==> src/rtl/rx_gasket_pkg.sv <==
// Shared definitions for the receive-side gasket: MAC width codes, the
// comma symbol and the lane-index helper.
// Optional comma alignment is enabled with RX_GASKET_COMMA_ALIGN_EN.
package gasket_pkg;

  localparam logic [5:0] WIDTH_8   = 6'd8;
  localparam logic [5:0] WIDTH_16  = 6'd16;
  localparam logic [5:0] WIDTH_32  = 6'd32;
  localparam logic [7:0] COM_K28_5 = 8'hBC;

  typedef logic [1:0] lane_idx_t;

  // Index of the last lane of a word for a given MAC width code.
  // Unknown width codes behave as 8-bit.
  function automatic lane_idx_t terminal_idx(input logic [5:0] width);
    case (width)
      WIDTH_16: terminal_idx = 2'd1;
      WIDTH_32: terminal_idx = 2'd3;
      default:  terminal_idx = 2'd0;
    endcase
  endfunction

endpackage

==> src/rtl/rx_lane_ctrl.sv <==
// Lane sequencing for the RX gasket: keeps the lane index and the
// registered bus width, detects width changes and (with
// RX_GASKET_COMMA_ALIGN_EN defined) forces commas back into lane 0.
//
// Outputs for the current cycle:
//   idx     lane the current symbol is written to
//   term    last lane of a word at the current width
//   close   current valid symbol completes the word
//   flush   partial word must be discarded before this symbol lands
//   realign a comma forced realignment (always 0 without the macro)
module rx_lane_ctrl
  import gasket_pkg::*;
#(
  parameter logic [7:0] COM_SYMBOL = COM_K28_5
) (
  input  logic      clk,
  input  logic      rst,
  input  logic [5:0] width,
  input  logic      rx_valid,
  input  logic [7:0] rx_data,
  input  logic      rx_datak,
  output lane_idx_t idx,
  output lane_idx_t term,
  output logic      close,
  output logic      flush,
  output logic      realign
);

  lane_idx_t  idx_q;
  lane_idx_t  idx_nxt;
  logic [5:0] width_q;
  logic       width_chg;
  logic       is_com;

  // Effective lane, word close / flush decisions and next lane index.
  always_comb begin
    width_chg = (width != width_q);
    is_com    = rx_datak && (rx_data == COM_SYMBOL);
    term      = terminal_idx(width);
`ifdef RX_GASKET_COMMA_ALIGN_EN
    realign   = rx_valid && is_com && (idx_q != 2'd0) && !width_chg;
`else
    realign   = is_com & 1'b0;
`endif
    flush     = width_chg || realign;
    idx       = flush ? 2'd0 : idx_q;
    close     = rx_valid && (idx == term);
    idx_nxt   = idx;
    if (rx_valid) begin
      idx_nxt = close ? 2'd0 : idx + 2'd1;
    end
  end

  // Lane index and registered width.
  always_ff @(posedge clk or posedge rst) begin
    if (rst) begin
      idx_q   <= 2'd0;
      width_q <= WIDTH_8;
    end else begin
      idx_q   <= idx_nxt;
      width_q <= width;
    end
  end

endmodule

==> src/rtl/rx_gasket.sv <==
// Receive-side PHY gasket: packs decoded 8-bit symbols into 8/16/32-bit
// MAC words, first symbol in lane 0 (bits [7:0]).
// Optional feature macro: RX_GASKET_COMMA_ALIGN_EN (comma realignment,
// drives Align_Lost); without it Align_Lost stays 0.
//
// Handshake: RxValid qualifies RxData/RxDataK/RxDecodeErr for one cycle;
// there is no backpressure, RxValid=0 simply stalls assembly. The output
// side is a one-cycle MAC_RX_Valid strobe with no ready; MAC_RX_Data,
// MAC_RX_DataK and MAC_RX_Err are meaningful when MAC_RX_Valid=1 and hold
// their last value otherwise.
module rx_gasket
  import gasket_pkg::*;
#(
  parameter int         DATA_W     = 32,
  parameter logic [7:0] COM_SYMBOL = COM_K28_5
) (
  input  logic                Bit_Rate_CLK_10,
  input  logic                Reset,
  input  logic [5:0]          DataBusWidth,
  input  logic [7:0]          RxData,
  input  logic                RxDataK,
  input  logic                RxValid,
  input  logic                RxDecodeErr,
  output logic [DATA_W-1:0]   MAC_RX_Data,
  output logic [DATA_W/8-1:0] MAC_RX_DataK,
  output logic                MAC_RX_Valid,
  output logic                MAC_RX_Err,
  output logic                Align_Lost
);

  localparam int LANES = DATA_W / 8;

  lane_idx_t           lane;
  lane_idx_t           term;
  logic                close;
  logic                flush;
  logic                realign;

  logic [DATA_W-1:0]   data_q;
  logic [LANES-1:0]    k_q;
  logic                err_q;
  logic                align_q;

  logic [DATA_W-1:0]   asm_data;
  logic [LANES-1:0]    asm_k;
  logic                asm_err;
  logic [LANES-1:0]    lane_mask;
  logic [DATA_W-1:0]   data_mask;

  rx_lane_ctrl #(
    .COM_SYMBOL (COM_SYMBOL)
  ) u_lane_ctrl (
    .clk      (Bit_Rate_CLK_10),
    .rst      (Reset),
    .width    (DataBusWidth),
    .rx_valid (RxValid),
    .rx_data  (RxData),
    .rx_datak (RxDataK),
    .idx      (lane),
    .term     (term),
    .close    (close),
    .flush    (flush),
    .realign  (realign)
  );

  // Merge the current symbol into the (possibly discarded) partial word
  // and build the mask that zeroes lanes above the current width.
  always_comb begin
    asm_data = flush ? '0 : data_q;
    asm_k    = flush ? '0 : k_q;
    asm_err  = (flush ? 1'b0 : err_q) | (RxValid & RxDecodeErr);
    if (RxValid) begin
      asm_data[{lane, 3'b000} +: 8] = RxData;
      asm_k[lane]                   = RxDataK;
    end
    for (int i = 0; i < LANES; i++) begin
      lane_mask[i]        = (lane_idx_t'(i) <= term);
      data_mask[8*i +: 8] = {8{lane_mask[i]}};
    end
  end

  // Assembly registers: cleared when a word closes, otherwise track the
  // merged partial word.
  always_ff @(posedge Bit_Rate_CLK_10 or posedge Reset) begin
    if (Reset) begin
      data_q <= '0;
      k_q    <= '0;
      err_q  <= 1'b0;
    end else if (close) begin
      data_q <= '0;
      k_q    <= '0;
      err_q  <= 1'b0;
    end else begin
      data_q <= asm_data;
      k_q    <= asm_k;
      err_q  <= asm_err;
    end
  end

  // Output word register and strobe; data/K/err hold between strobes.
  always_ff @(posedge Bit_Rate_CLK_10 or posedge Reset) begin
    if (Reset) begin
      MAC_RX_Data  <= '0;
      MAC_RX_DataK <= '0;
      MAC_RX_Err   <= 1'b0;
      MAC_RX_Valid <= 1'b0;
    end else begin
      MAC_RX_Valid <= close;
      if (close) begin
        MAC_RX_Data  <= asm_data & data_mask;
        MAC_RX_DataK <= asm_k & lane_mask;
        MAC_RX_Err   <= asm_err;
      end
    end
  end

  // Realignment pulse, one cycle after the offending comma.
  always_ff @(posedge Bit_Rate_CLK_10 or posedge Reset) begin
    if (Reset) begin
      align_q <= 1'b0;
    end else begin
      align_q <= realign;
    end
  end

  assign Align_Lost = align_q;

endmodule

==> config.mk <==
export PLATFORM = sky130hd
export DESIGN_NAME = rx_gasket
export DESIGN_NICKNAME = d
export VERILOG_FILES = /design/src/rtl/rx_gasket_pkg.sv /design/src/rtl/rx_lane_ctrl.sv /design/src/rtl/rx_gasket.sv
export SDC_FILE = /design/constraint.sdc
export NUM_CORES = 1
export LEC_CHECK = 0
export ABC_AREA = 1
export CORE_ASPECT_RATIO = 1.25
export CORE_UTILIZATION = 40
export DETAILED_ROUTE_END_ITERATION = 16
export SLEW_MARGIN = 10
export SYNTH_ARGS = -nofsm -noshare
export SYNTH_HDL_FRONTEND = slang
export SYNTH_HIERARCHICAL = 1
export SYNTH_SLANG_ARGS = --single-unit
==> constraint.sdc <==
create_clock -name Bit_Rate_CLK_10 -period 2.8 [get_ports Bit_Rate_CLK_10]
set_clock_uncertainty 0.2 [all_clocks]
set_input_delay 0.28 -clock Bit_Rate_CLK_10 [delete_from_list [all_inputs] [get_ports Bit_Rate_CLK_10]]
set_output_delay 0.28 -clock Bit_Rate_CLK_10 [all_outputs]
set_load 0.03 [all_outputs]
=== After elaboration in Yosys (flattened, before gate mapping) ===
Cells that the tools add are included.

* Register bits after elaboration: 83

* Muxes and demuxes: 16
* Equal/unequal tests: 4
* Reductions and logical operators: 2
* Add/subtract/negate cells: 2
* Bitwise logic cells: 4
* Magnitude comparators: 6
* Shift operators: 2

{| class="wikitable"
|+ Operators with widths
! kind !! count
|-
| 32-bit two-way mux || 3
|-
| 32-bit AND || 1
|-
| 32-bit bitwise mux || 1
|-
| 8-bit by 7-bit variable shift with 32-bit output, first input constant || 1
|-
| 8-bit by 7-bit indexed part select with 32-bit output || 1
|-
| 4-bit two-way mux || 3
|-
| 5-bit negation with 7-bit output || 1
|-
| 6-bit by 5-bit equality test with 1-bit output, second input constant || 1
|-
| 6-bit equality test, second input constant || 1
|-
| 2-bit two-way mux || 3
|-
| 6-bit inequality test || 1
|-
| 4-bit AND || 1
|-
| 4-bit bitwise mux || 1
|-
| 1-bit by 2-bit less-or-equal comparator with 1-bit output, first input constant || 2
|-
| 2-bit less-or-equal comparator, first input constant || 2
|-
| 2-bit case mux with 2 select lines || 1
|-
| 2-bit by 3-bit < comparator with 1-bit output, second input constant || 1
|-
| 1-bit two-way mux || 3
|-
| 2-bit by 1-bit adder with 2-bit output, second input constant || 1
|-
| 1-bit demux with 2-bit select || 1
|-
| 2-bit equality test || 1
|-
| 2-bit by 1-bit greater-or-equal comparator with 1-bit output, second input constant || 1
|-
| 1-bit logical AND || 2
|-
| 1-bit AND || 1
|-
| 1-bit OR || 1
|}

=== Logic depth before layout (Yosys ltp) ===
* Depth after elaboration: 9
* Depth in mapped cells: 18
* Gate-level depth less buffers: 16

=== Cells and area by module ===
The synthesis kept the hierarchy.

{| class="wikitable"
|+ By module, submodules not included
! module !! area each (µm²) !! times used !! sequential area each (µm²) !! cells each
|-
| rx_gasket || 3,468.3 || 1 || 1,901.8 || 421
|-
| rx_lane_ctrl || 510.5 || 1 || 201.4 || 58
|}

=== Worst setup path before layout ===
Ideal clock, no wire load.

* Path type: register -> register
* Start: register u_lane_ctrl.width_q[1]
* End: register MAC_RX_Data[0]
* Data arrival time: 2,171 ps
* Setup time: 66 ps
* Buffers on the path: 1
* Slack: 364 ps
* Cell stages (with the launch flop): 16
* Required time: 2,534 ps
* Cells stage by stage: dfrtp_1 -> xnor2_1 -> nand2_2 -> nor2_8 -> nand3_4 -> inv_1 -> buf_2 -> inv_2 -> ha_1 -> inv_1 -> nand2_1 -> nor2_1 -> nand2_1 -> nand2_1 -> nand2_1 -> nand2_1

* Cells in the longest elaborated chain, start to end: 7
* Elaborated cells on any way between the ends: 11
* Classes of those cells: add/sub: 1; eq/ne: 2; shift: 2; mux: 4; bitwise: 1; reduce/logical: 1

{| class="wikitable"
|+ Ends and longest elaborated chain
! element !! RTL line !! source
|-
| from (decl) || rx_lane_ctrl.sv:31 || <nowiki>logic [5:0] width_q;</nowiki>
|-
| from (signal assigned) || rx_lane_ctrl.sv:61 || <nowiki>width_q <= width;</nowiki>
|-
| 6-bit inequality test * || rx_lane_ctrl.sv:37 || <nowiki>width_chg = (width != width_q);</nowiki>
|-
| 2-bit two-way mux * || rx_lane_ctrl.sv:46 || <nowiki>idx = flush ? 2'd0 : idx_q;</nowiki>
|-
| named net lane[0] || rx_gasket.sv:33 || <nowiki>lane_idx_t lane;</nowiki>
|-
| 5-bit negation with 7-bit output || rx_gasket.sv:73 || <nowiki>asm_data[{lane, 3'b000} +: 8] = RxData;</nowiki>
|-
| 8-bit by 7-bit indexed part select with 32-bit output / 8-bit by 7-bit variable shift with 32-bit output (equally long branches) || rx_gasket.sv:73 ||
|-
| 32-bit bitwise mux || rx_gasket.sv:73 ||
|-
| 32-bit two-way mux || rx_gasket.sv:72 || <nowiki>if (RxValid) begin</nowiki>
|-
| 32-bit AND || rx_gasket.sv:110 || <nowiki>MAC_RX_Data <= asm_data & data_mask;</nowiki>
|-
| to (signal assigned) || rx_gasket.sv:110 ||
|-
| to (decl) || rx_gasket.sv:24 || <nowiki>output logic [DATA_W-1:0] MAC_RX_Data,</nowiki>
|}

The timed path passes the listed nets; every way through them passes the cells marked *.
A chain may end at the register's enable or synchronous reset.

=== Final worst setup path ===
* Start: input DataBusWidth[1]
* End: register data_q[1]

* Cells in the longest elaborated chain, start to end: 7
* Elaborated cells on any way between the ends: 14
* Classes of those cells: add/sub: 1; eq/ne: 4; shift: 2; mux: 6; reduce/logical: 1

{| class="wikitable"
|+ Ends and longest elaborated chain
! element !! RTL line !! source
|-
| from (decl) || rx_gasket.sv:19 || <nowiki>input logic [5:0] DataBusWidth,</nowiki>
|-
| 6-bit inequality test * || rx_lane_ctrl.sv:37 ||
|-
| 2-bit two-way mux * || rx_lane_ctrl.sv:46 ||
|-
| named net lane[1] || rx_gasket.sv:33 ||
|-
| 5-bit negation with 7-bit output || rx_gasket.sv:73 ||
|-
| 8-bit by 7-bit indexed part select with 32-bit output / 8-bit by 7-bit variable shift with 32-bit output (equally long branches) || rx_gasket.sv:73 ||
|-
| 32-bit bitwise mux || rx_gasket.sv:73 ||
|-
| 32-bit two-way mux || rx_gasket.sv:72 ||
|-
| 32-bit two-way mux * || rx_gasket.sv:89 || <nowiki>end else if (close) begin</nowiki>
|-
| to (signal assigned) || rx_gasket.sv:94 || <nowiki>data_q <= asm_data;</nowiki>
|-
| to (decl) || rx_gasket.sv:39 || <nowiki>logic [DATA_W-1:0] data_q;</nowiki>
|}

Marks and branches as above.

==> reports/metrics.yaml <==
sta:
  layout_min_cycle_time_ps: 2450
  tns_ps: 0
  setup_viol: 0
  timing.fmax_mhz: 408
  finalCritPeriodShare: 0.875
  rsz0062_at_grt: "no"
  final_hold_viol_count: 0
  maxSlewViolCount: 0
setup_path:
  critical_path.max_fanout: 8
  required_ps: 2850
  cp.arrival_ps: 2500
  ff2ff_path_depth: 12
  reg2reg_to: "data_q[1]"
  start_kind: "primary input"
  crit_path_end_kind: "register"
  regToRegSetupSlack_ps: 380
  rr_startpoint: "u_lane_ctrl/width_q[1]"
  crit_type: "in -> reg"
place:
  gp_congestion: 0.807
  io_buffer_count: 57
  dpl_cell_area_um2: 4760
  hpwl_mm: 6.54
cts:
  clkTransAtPathRegs_ps: 60
  holdBufCountCts: 0
  htreeDepth: 3
  clk_latency_ps: 340
  cts_resized: 0
  cts_buffers: 9
  tritoncts: "done"
  clock-sinks: 84
  clockRootBuffer: "clkbuf_16"
  clockBufferDepth: 2
  cts_setup_buffers: 0
route:
  drc: 0
  wire_per_inst_um: 13.5
  drt_first_pass_iters: 4
  totalWireLength_mm: 9.15
  ant_nets: 0
  vias_per_cell: 4.87
  drtIter0Drc: 169
  vias: 3303
floorplan:
  die_y_um: 114
  die_w_um: 91.2
  dieArea_um2: 10400
  rows: 40
  initial_core_util: 0.412
  core_um2: 9660
  io_pins: 58
power_and_ir_drop:
  leakagePower_nw: 2.65
  p_per_area_nw_per_um2: 530
  ir_drop_mv: 0.381
synthesis:
  synth_cell_types: 31
  synthTopCellsByArea: "dfrtp_1 52%, nand2_1 17%, nand3_1 5.4%"
  synth_top_area_share: 0.522
  synth_fp_nets: 506
  synth_seq_cells: 84
  synth_top_cell_by_area: "dfrtp_1"
  syn-cell-area_um2: 3980
  yosys_warnings: 6
  syn-instance-count: 479
  ys_seq_area_frac: 0.529
  synth.avg_cell_area_um2: 8.31
outcome:
  status: "completed"
run:
  max_cap_violations: 0
global_routing:
  grt_use_total: 0.194
  grt_max_degree: 77
  grt_first_pass_wirelength_mm: 15.6
  antenna_found_initial: 0
  grt_overflow: 0
  first_global_vias: 3257
final_layout:
  nFillCells: 922
  drive_gt1_frac: 0.105
  final_cell_area_um2: 5060
  area_growth_pct: 27.3
  nets: 574
  final_util: 0.524
  n_antenna_cell: 0
hold_path:
  hold_path.class: "in -> async"
## per-layer routing
| metal | GRT usage | up-vias | routed length, µm |
|---|---|---|---|
| met3 | 0.0420 | 10 | 330 |
| met1 | 0.247 | 1605 | 4080 |
| met2 | 0.327 | 54 | 4630 |
| met5 | 0 | - | 0 |
| met4 | 0.0698 | 0 | 115 |
| li1 | - | 1634 | - |
## kinds of logic after synthesis
| group | Yosys count | synth area share |
|---|---|---|
| other cells | 1 | 0.000942 |
| xor+xnor | 6 | 0.0132 |
| fa+ha+maj | 8 | 0.0252 |
| simple gates | 280 | 0.312 |
| flops | 84 | 0.529 |
| compound gates | 45 | 0.0597 |
| buf+inv | 55 | 0.0607 |
## per-stage QoR
stage / hold slack (ps) / setup slack (ps) / std cells / power (mW)
after floorplan: -105 / 364 / 479 / 1.41
after global placement: 263 / 69.6 / 662 / 1.51
after detailed placement: 265 / -5.42 / 662 / 1.51
after CTS: 49.4 / 344 / 678 / 2.72
after global routing: 85.9 / 117 / 678 / 2.79
final: 41.1 / 349 / 678 / 2.69
## how the worst max path moves through the flow
stage          cells after the start               to  slack, ps              startpoint
2_1_floorplan                     15   MAC_RX_Data[0]        360  u_lane_ctrl/width_q[1]
3_3_place_gp                      12  MAC_RX_Data[11]         70         DataBusWidth[1]
3_5_place_dp                      12  MAC_RX_Data[13]         -5         DataBusWidth[1]
4_1_cts                           11       data_q[13]        340         DataBusWidth[1]
5_1_grt                           12  MAC_RX_Data[13]        120         DataBusWidth[1]
6_report                          13        data_q[1]        350         DataBusWidth[1]
## cells in the mapped netlist
library cell  number
nand3_1           43
a21oi_1           26
inv_2              4
o21ai_4            1
buf_2             10
ha_1               8
buf_4              4
nand3_4            1
nand2_4            1
nand2_1          183
and2_1             8
nor2_2             4
clkbuf_1           1
nor2_4             4
conb_1             1
buf_6              1
nand4_1            3
nand3_2            2
xor2_1             3
dfstp_2            1
dfrtp_1           83
and3_1             1
nor2_8             1
xnor2_1            3
nand2_2            6
nor2_1            23
a31oi_1            1
inv_1             34
o21ai_0           15
o21ai_1            2
buf_1              1
## final cells by class
class	instances	area (µm²)	share of cell area
flip-flops and latches	84	2100	0.415
multi-input cells	340	1630	0.323
repair buffers	74	723	0.143
clock buffers	12	256	0.0506
well taps	126	158	0.0311
inverters	38	143	0.0282
clock inverters	4	47.5	0.00939
## cells in the final DEF (no fill, tap or decap), drive strengths merged
| cell | Yosys | final |
|---|---|---|
| a21oi | 26 | 26 |
| a31oi | 1 | 1 |
| and2 | 8 | 8 |
| and3 | 1 | 1 |
| buf | 16 | 17 |
| bufinv | 0 | 1 |
| clkbuf | 1 | 12 |
| clkdlybuf4s50 | 0 | 57 |
| clkinv | 0 | 2 |
| clkinvlp | 0 | 1 |
| conb | 1 | 1 |
| dfrtp | 83 | 83 |
| dfstp | 1 | 1 |
| ha | 8 | 8 |
| inv | 38 | 38 |
| nand2 | 190 | 190 |
| nand3 | 46 | 46 |
| nand4 | 3 | 3 |
| nor2 | 32 | 32 |
| o21ai | 18 | 18 |
| xnor2 | 3 | 3 |
| xor2 | 3 | 3 |
## critical path, cell delays in order
cell and delay (ps):
clkdlybuf4s50_1 500, xnor2_1 140, nand2_2 110, nor2_8 160, nand3_2 120, inv_1 90
inv_1 70, ha_1 320, inv_1 100, nand2_1 170, nor2_1 160, nand2_1 100
a21oi_1 170
## state kept, by name, indices dropped and copies added (netlist names), 2 cells and up
signal	count
MAC_RX_DataK	4
MAC_RX_Data	32
data_q	32
u_lane_ctrl/idx_q	2
u_lane_ctrl/width_q	6
k_q	4
## where the power goes
| group | total [mW] | switching [mW] | internal [mW] |
|---|---|---|---|
| Combinational | 0.233 | 0.147 | 0.0851 |
| Clock | 1.20 | 0.466 | 0.737 |
| Sequential | 1.25 | 0.0110 | 1.24 |
Note: power is estimated with default switching activity, not from simulation.
